<file path="src/rtl/uart_alu_interface.sv">
// Byte sequencer between a UART receiver, a combinational ALU and a UART transmitter.
// Collects operand A, operand B and opcode, then sends the ALU result back out.
module uart_alu_interface #(
    parameter int NB_DATA = 8,
    parameter int NB_OP   = 6
) (
    input  logic               clk,
    input  logic               reset,
    input  logic               rx_done_tick,
    input  logic [NB_DATA-1:0] rx_data,
    input  logic [NB_DATA-1:0] alu_result,
    input  logic               tx_done_tick,
    output logic [NB_DATA-1:0] alu_a,
    output logic [NB_DATA-1:0] alu_b,
    output logic [NB_OP-1:0]   alu_op,
    output logic               tx_start,
    output logic [NB_DATA-1:0] tx_data,
    output logic               busy,
    output logic               rx_overrun
);

    localparam logic [2:0] WAIT_A  = 3'd0;
    localparam logic [2:0] WAIT_B  = 3'd1;
    localparam logic [2:0] WAIT_OP = 3'd2;
    localparam logic [2:0] EXEC    = 3'd3;
    localparam logic [2:0] WAIT_TX = 3'd4;

    logic [2:0] state;

    assign busy = (state == EXEC) || (state == WAIT_TX);

    // NOTE: all state uses non-blocking assignments so every branch sees the pre-edge values.
    always_ff @(posedge clk or posedge reset) begin
        if (reset) begin
            state      <= WAIT_A;
            alu_a      <= '0;
            alu_b      <= '0;
            alu_op     <= '0;
            tx_start   <= 1'b0;
            tx_data    <= '0;
            rx_overrun <= 1'b0;
        end else begin
            // Default low makes tx_start a single-cycle pulse out of EXEC.
            tx_start <= 1'b0;

            if (rx_done_tick && busy)
                rx_overrun <= 1'b1;

            case (state)
                WAIT_A: begin
                    if (rx_done_tick) begin
                        alu_a <= rx_data;
                        state <= WAIT_B;
                    end
                end
                WAIT_B: begin
                    if (rx_done_tick) begin
                        alu_b <= rx_data;
                        state <= WAIT_OP;
                    end
                end
                WAIT_OP: begin
                    if (rx_done_tick) begin
                        alu_op <= rx_data[NB_OP-1:0];
                        state  <= EXEC;
                    end
                end
                EXEC: begin
                    // ALU has had a full cycle to settle on the registered operands.
                    tx_data  <= alu_result;
                    tx_start <= 1'b1;
                    state    <= WAIT_TX;
                end
                WAIT_TX: begin
                    if (tx_done_tick)
                        state <= WAIT_A;
                end
                default: state <= WAIT_A;
            endcase
        end
    end

endmodule
</file>
<file path="config.mk">
export PLATFORM = sky130hd
export DESIGN_NAME = uart_alu_interface
export DESIGN_NICKNAME = d
export VERILOG_FILES = /design/src/rtl/uart_alu_interface.sv
export SDC_FILE = /design/constraint.sdc
export NUM_CORES = 1
export LEC_CHECK = 0
export ABC_AREA = 1
export ABC_CLOCK_PERIOD_IN_PS = 1200
export BUFFER_PORTS_ARGS = -buffer_cell sky130_fd_sc_hd__buf_2
export CAP_MARGIN = 10
export CORE_MARGIN = 5
export CORE_UTILIZATION = 43
export DETAILED_ROUTE_END_ITERATION = 12
export GPL_TIMING_DRIVEN = 0
export HOLD_SLACK_MARGIN = 0.05
export MAX_ROUTING_LAYER = met4
export PLACE_DENSITY = 0.72
export RECOVER_POWER = 25
export SKIP_LAST_GASP = 1
export SLEW_MARGIN = 5
export SYNTH_ARGS = -nofsm -noshare
export SYNTH_HDL_FRONTEND = slang
export SYNTH_SLANG_ARGS = --single-unit
</file>
<file path="constraint.sdc">
create_clock -name clk -period 1.2 [get_ports clk]
set_clock_uncertainty 0.1 [all_clocks]
set_input_delay 0.12 -clock clk [delete_from_list [all_inputs] [get_ports clk]]
set_output_delay 0.12 -clock clk [all_outputs]
set_load 0.005 [all_outputs]
</file>
==> results.sh <==
export IMPL_drc=0
export IMPL_die_h_um=68.1
export IMPL_netlist_top_cells_area="dfrtp_1, nand2_1, o21ai_2"
export IMPL_antennaDiodeCount=0
export IMPL_failed_checks="setup timing"
export IMPL_dr_pass1_iters=4
export IMPL_synth_cells=150
export IMPL_cp_data_required_time_ns=1.33
export IMPL_coreArea_sq_um=3310
export IMPL_grt_max_degree=36
export IMPL_grt_util_all_layers_pct=20.0
export IMPL_totalWireLength_um=4210
export IMPL_insertion_delay_ns=0.34
export IMPL_drv_cap=0
export IMPL_async_reset_ff_share_pct=100
export IMPL_ys_types=18
export IMPL_die_area_sq_um=4640
export IMPL_setup_tns_ns=-4.21
export IMPL_relSlewSlack_pct=51.4
export IMPL_fp_row_count=21
export IMPL_netlist_area_sq_um=1450
export IMPL_r2r_start="state[1]"
export IMPL_wl_per_cell_um=14.5
export IMPL_dp_slack_ns=-0.0991
export IMPL_fin_crit_sh_pct=120
export IMPL_numCtsBuffers=5
export IMPL_netlist_top_cells_count="nand2_1, dfrtp_1, inv_1"
export IMPL_max_freq_ghz=0.697
export IMPL_initial_utilization_pct=43.8
export IMPL_synth_seq_area_share_pct=60.3
export IMPL_startpoint_type="register"
export IMPL_post_dp_hpwl_um=2350
export IMPL_syn_num_nets=170
export IMPL_seqCellArea_sq_um=880
export IMPL_clockPowerShare_pct=12.0
export IMPL_drv_slew=0
export IMPL_drive_gt1_share_pct=49.0
export IMPL_power_leakage_nw=1.21
export IMPL_area_growth_pct=57.2
export IMPL_grt_pass1_wl_um=6510
export IMPL_clock_sinks=35
export IMPL_criticalPathCategory="register to register"
export IMPL_swShare_pct=38.3
export IMPL_synth_most_common_cell="nand2_1"
export IMPL_rsz0062_at_grt="yes"
export IMPL_ys_ff_latch=35
export IMPL_seqPwrFrac_pct=38.5
export IMPL_netlist_area_leader_share_pct=60.3
export IMPL_r2r_slack_ns=-0.23
export IMPL_multi_input_area_sq_um=564
export IMPL_setup_viol=25
export IMPL_end_kind="register"
export IMPL_r2r_end="alu_b[4]"
export IMPL_hold_viol=0
export IMPL_yosys_warnings=0
export IMPL_pin_count=53
export IMPL_clockRootBuffer="clkbuf_4"
export IMPL_cp_max_fo=10
export IMPL_io_buffers=52
export IMPL_power_internal_w=0.00338
export IMPL_pwr_share_comb_pct=49.5
export IMPL_tightestPinTransition_ns=0.728
export IMPL_hold_path_class="input pin to register"
export IMPL_syn_area_per_cell_sq_um=9.68
export IMPL_drtIter0Drc=93
export IMPL_gp_congestion=0.760
export IMPL_vias_per_cell=4.74
export IMPL_min_to="alu_a[4]"
export IMPL_grt_pass1_vias=1366
export IMPL_cp_arrival_ns=1.56
export IMPL_cts_tree="built"
export IMPL_fillers=261
export IMPL_synth_ff_type="dfrtp_1"
export IMPL_grt_ovfl_total=0
export IMPL_synth_edf_count=0
export IMPL_yosys_area_top_type="dfrtp_1"
export IMPL_irDropWorstVdd_mv=1.19
export IMPL_hp_start="rx_done_tick"
export IMPL_holdPathStages=4
export IMPL_ant_nets=0
export IMPL_nets=265
export IMPL_p_sw_w=0.00210
export IMPL_die_x_um=68.1
export IMPL_rr_worst_depth=6
export IMPL_vias=1380
export IMPL_cts_htree_levels=2
export IMPL_power_density_nw_per_um2=2400
export IMPL_path_clk_slew_ns=0.10
export IMPL_layout_setup_ws_ns=-0.234
export IMPL_outcome="complete, but fails checks"
export IMPL_min_period_ns=1.43
export IMPL_antenna_found_initial=0
export IMPL_clockBufferDepth=2
-- logic make-up after synthesis --
family / after synthesis / synth area share [%]
buffers and inverters: 18 / 6.81
flip-flops: 35 / 60.3
AND/OR/NAND/NOR: 72 / 22.5
AO/OA/AOI/OAI: 25 / 10.3
-- layout by cell type, fill, tap and decap left out --
master | synthesis | routed
buf_2 | 1 | 52
nand2_1 | 61 | 47
dfrtp_1 | 35 | 32
dlygate4sd3_1 | 0 | 19
nand2_2 | 0 | 12
buf_6 | 4 | 11
o21ai_1 | 8 | 10
o21ai_2 | 6 | 10
inv_1 | 11 | 9
buf_4 | 0 | 9
clkbuf_4 | 0 | 5
nand3_4 | 1 | 3
nor2_4 | 2 | 3
nand2_4 | 1 | 3
o21ai_0 | 9 | 3
dfrtp_2 | 0 | 3
inv_2 | 2 | 2
nand3_1 | 3 | 2
clkinv_2 | 0 | 2
inv_4 | 0 | 1
nand3b_1 | 1 | 1
nand3_2 | 2 | 1
a21o_1 | 1 | 1
inv_6 | 0 | 1
a21oi_1 | 1 | 1
clkbuf_8 | 0 | 1
buf_12 | 0 | 1
-- layout make-up --
type / instances / area share (%)
clock buffer: 6 / 2.25
clock inverter: 1 / 0.219
sequential: 35 / 38.6
timing repair buffer: 87 / 26.8
inverter: 13 / 2.47
buffer: 5 / 2.19
timing repair inverter: 1 / 0.219
tap: 46 / 2.52
multi-input combinational: 97 / 24.7
-- registers in the layout, summed over array words and instances (netlist names) --
signal	count
state	3
tx_data	8
alu_b	8
alu_op	6
alu_a	8
rx_overrun	1
tx_start	1
-- metrics by stage --
stage                     std cells  area (sq um)  utilization, %  total power [W]  hold slack [ns]
after global placement          248          1780            53.6          0.00387            0.215
final                           291          2280            68.9          0.00548            0.109
after CTS                       288          2180            65.9          0.00506            0.104
after global routing            291          2280            68.9          0.00586            0.111
after detailed placement        248          1780            53.6          0.00392            0.184
after floorplan                 150          1460               -          0.00313            0.124
-- worst max path at each step --
stage	start	to	cells after the start
floorplan	state[1]	alu_b[0]	5
finish	state[1]	alu_b[4]	6
global route	state[1]	alu_b[4]	6
global placement	reset	state[0]	2
detailed placement	state[1]	alu_b[2]	5
CTS	state[2]	busy	5
-- routing by layer --
layer | vias to the layer above | wire length [um] | track usage (%)
li1 | 662 | - | -
met1 | 659 | 1700 | 24.4
met2 | 46 | 2170 | 30.6
met3 | 13 | 175 | 3.28
met4 | 0 | 162 | 12.9
met5 | - | 0 | -
-- timing repair --
item	CTS	global route
setup endpoints to repair	26	37
resized for setup	17	29
hold buffers	19	0
buffers inserted	12	4
cloned	2	1
pin swaps	4	6
endpoints found under the hold margin	69	0
-- critical path, cell delays in order (launching register included) --
cell and delay, ns:
dfrtp_2 0.46, buf_4 0.18, inv_4 0.08, nand3_4 0.10, buf_6 0.15, o21ai_0 0.17, nand2_1 0.08
-- power by group through the flow --
| stage | Sequential, W | Clock [W] | Combinational (W) |
|---|---|---|---|
| 2_1_floorplan | 0.00211 | 0 | 0.00102 |
| 3_3_place_gp | 0.00207 | 0 | 0.00180 |
| 3_5_place_dp | 0.00209 | 0 | 0.00183 |
| 4_1_cts | 0.00204 | 0.000667 | 0.00236 |
| 5_1_grt | 0.00216 | 0.000724 | 0.00297 |
| 6_report | 0.00211 | 0.000657 | 0.00271 |
(Power assumes the default switching activity.)
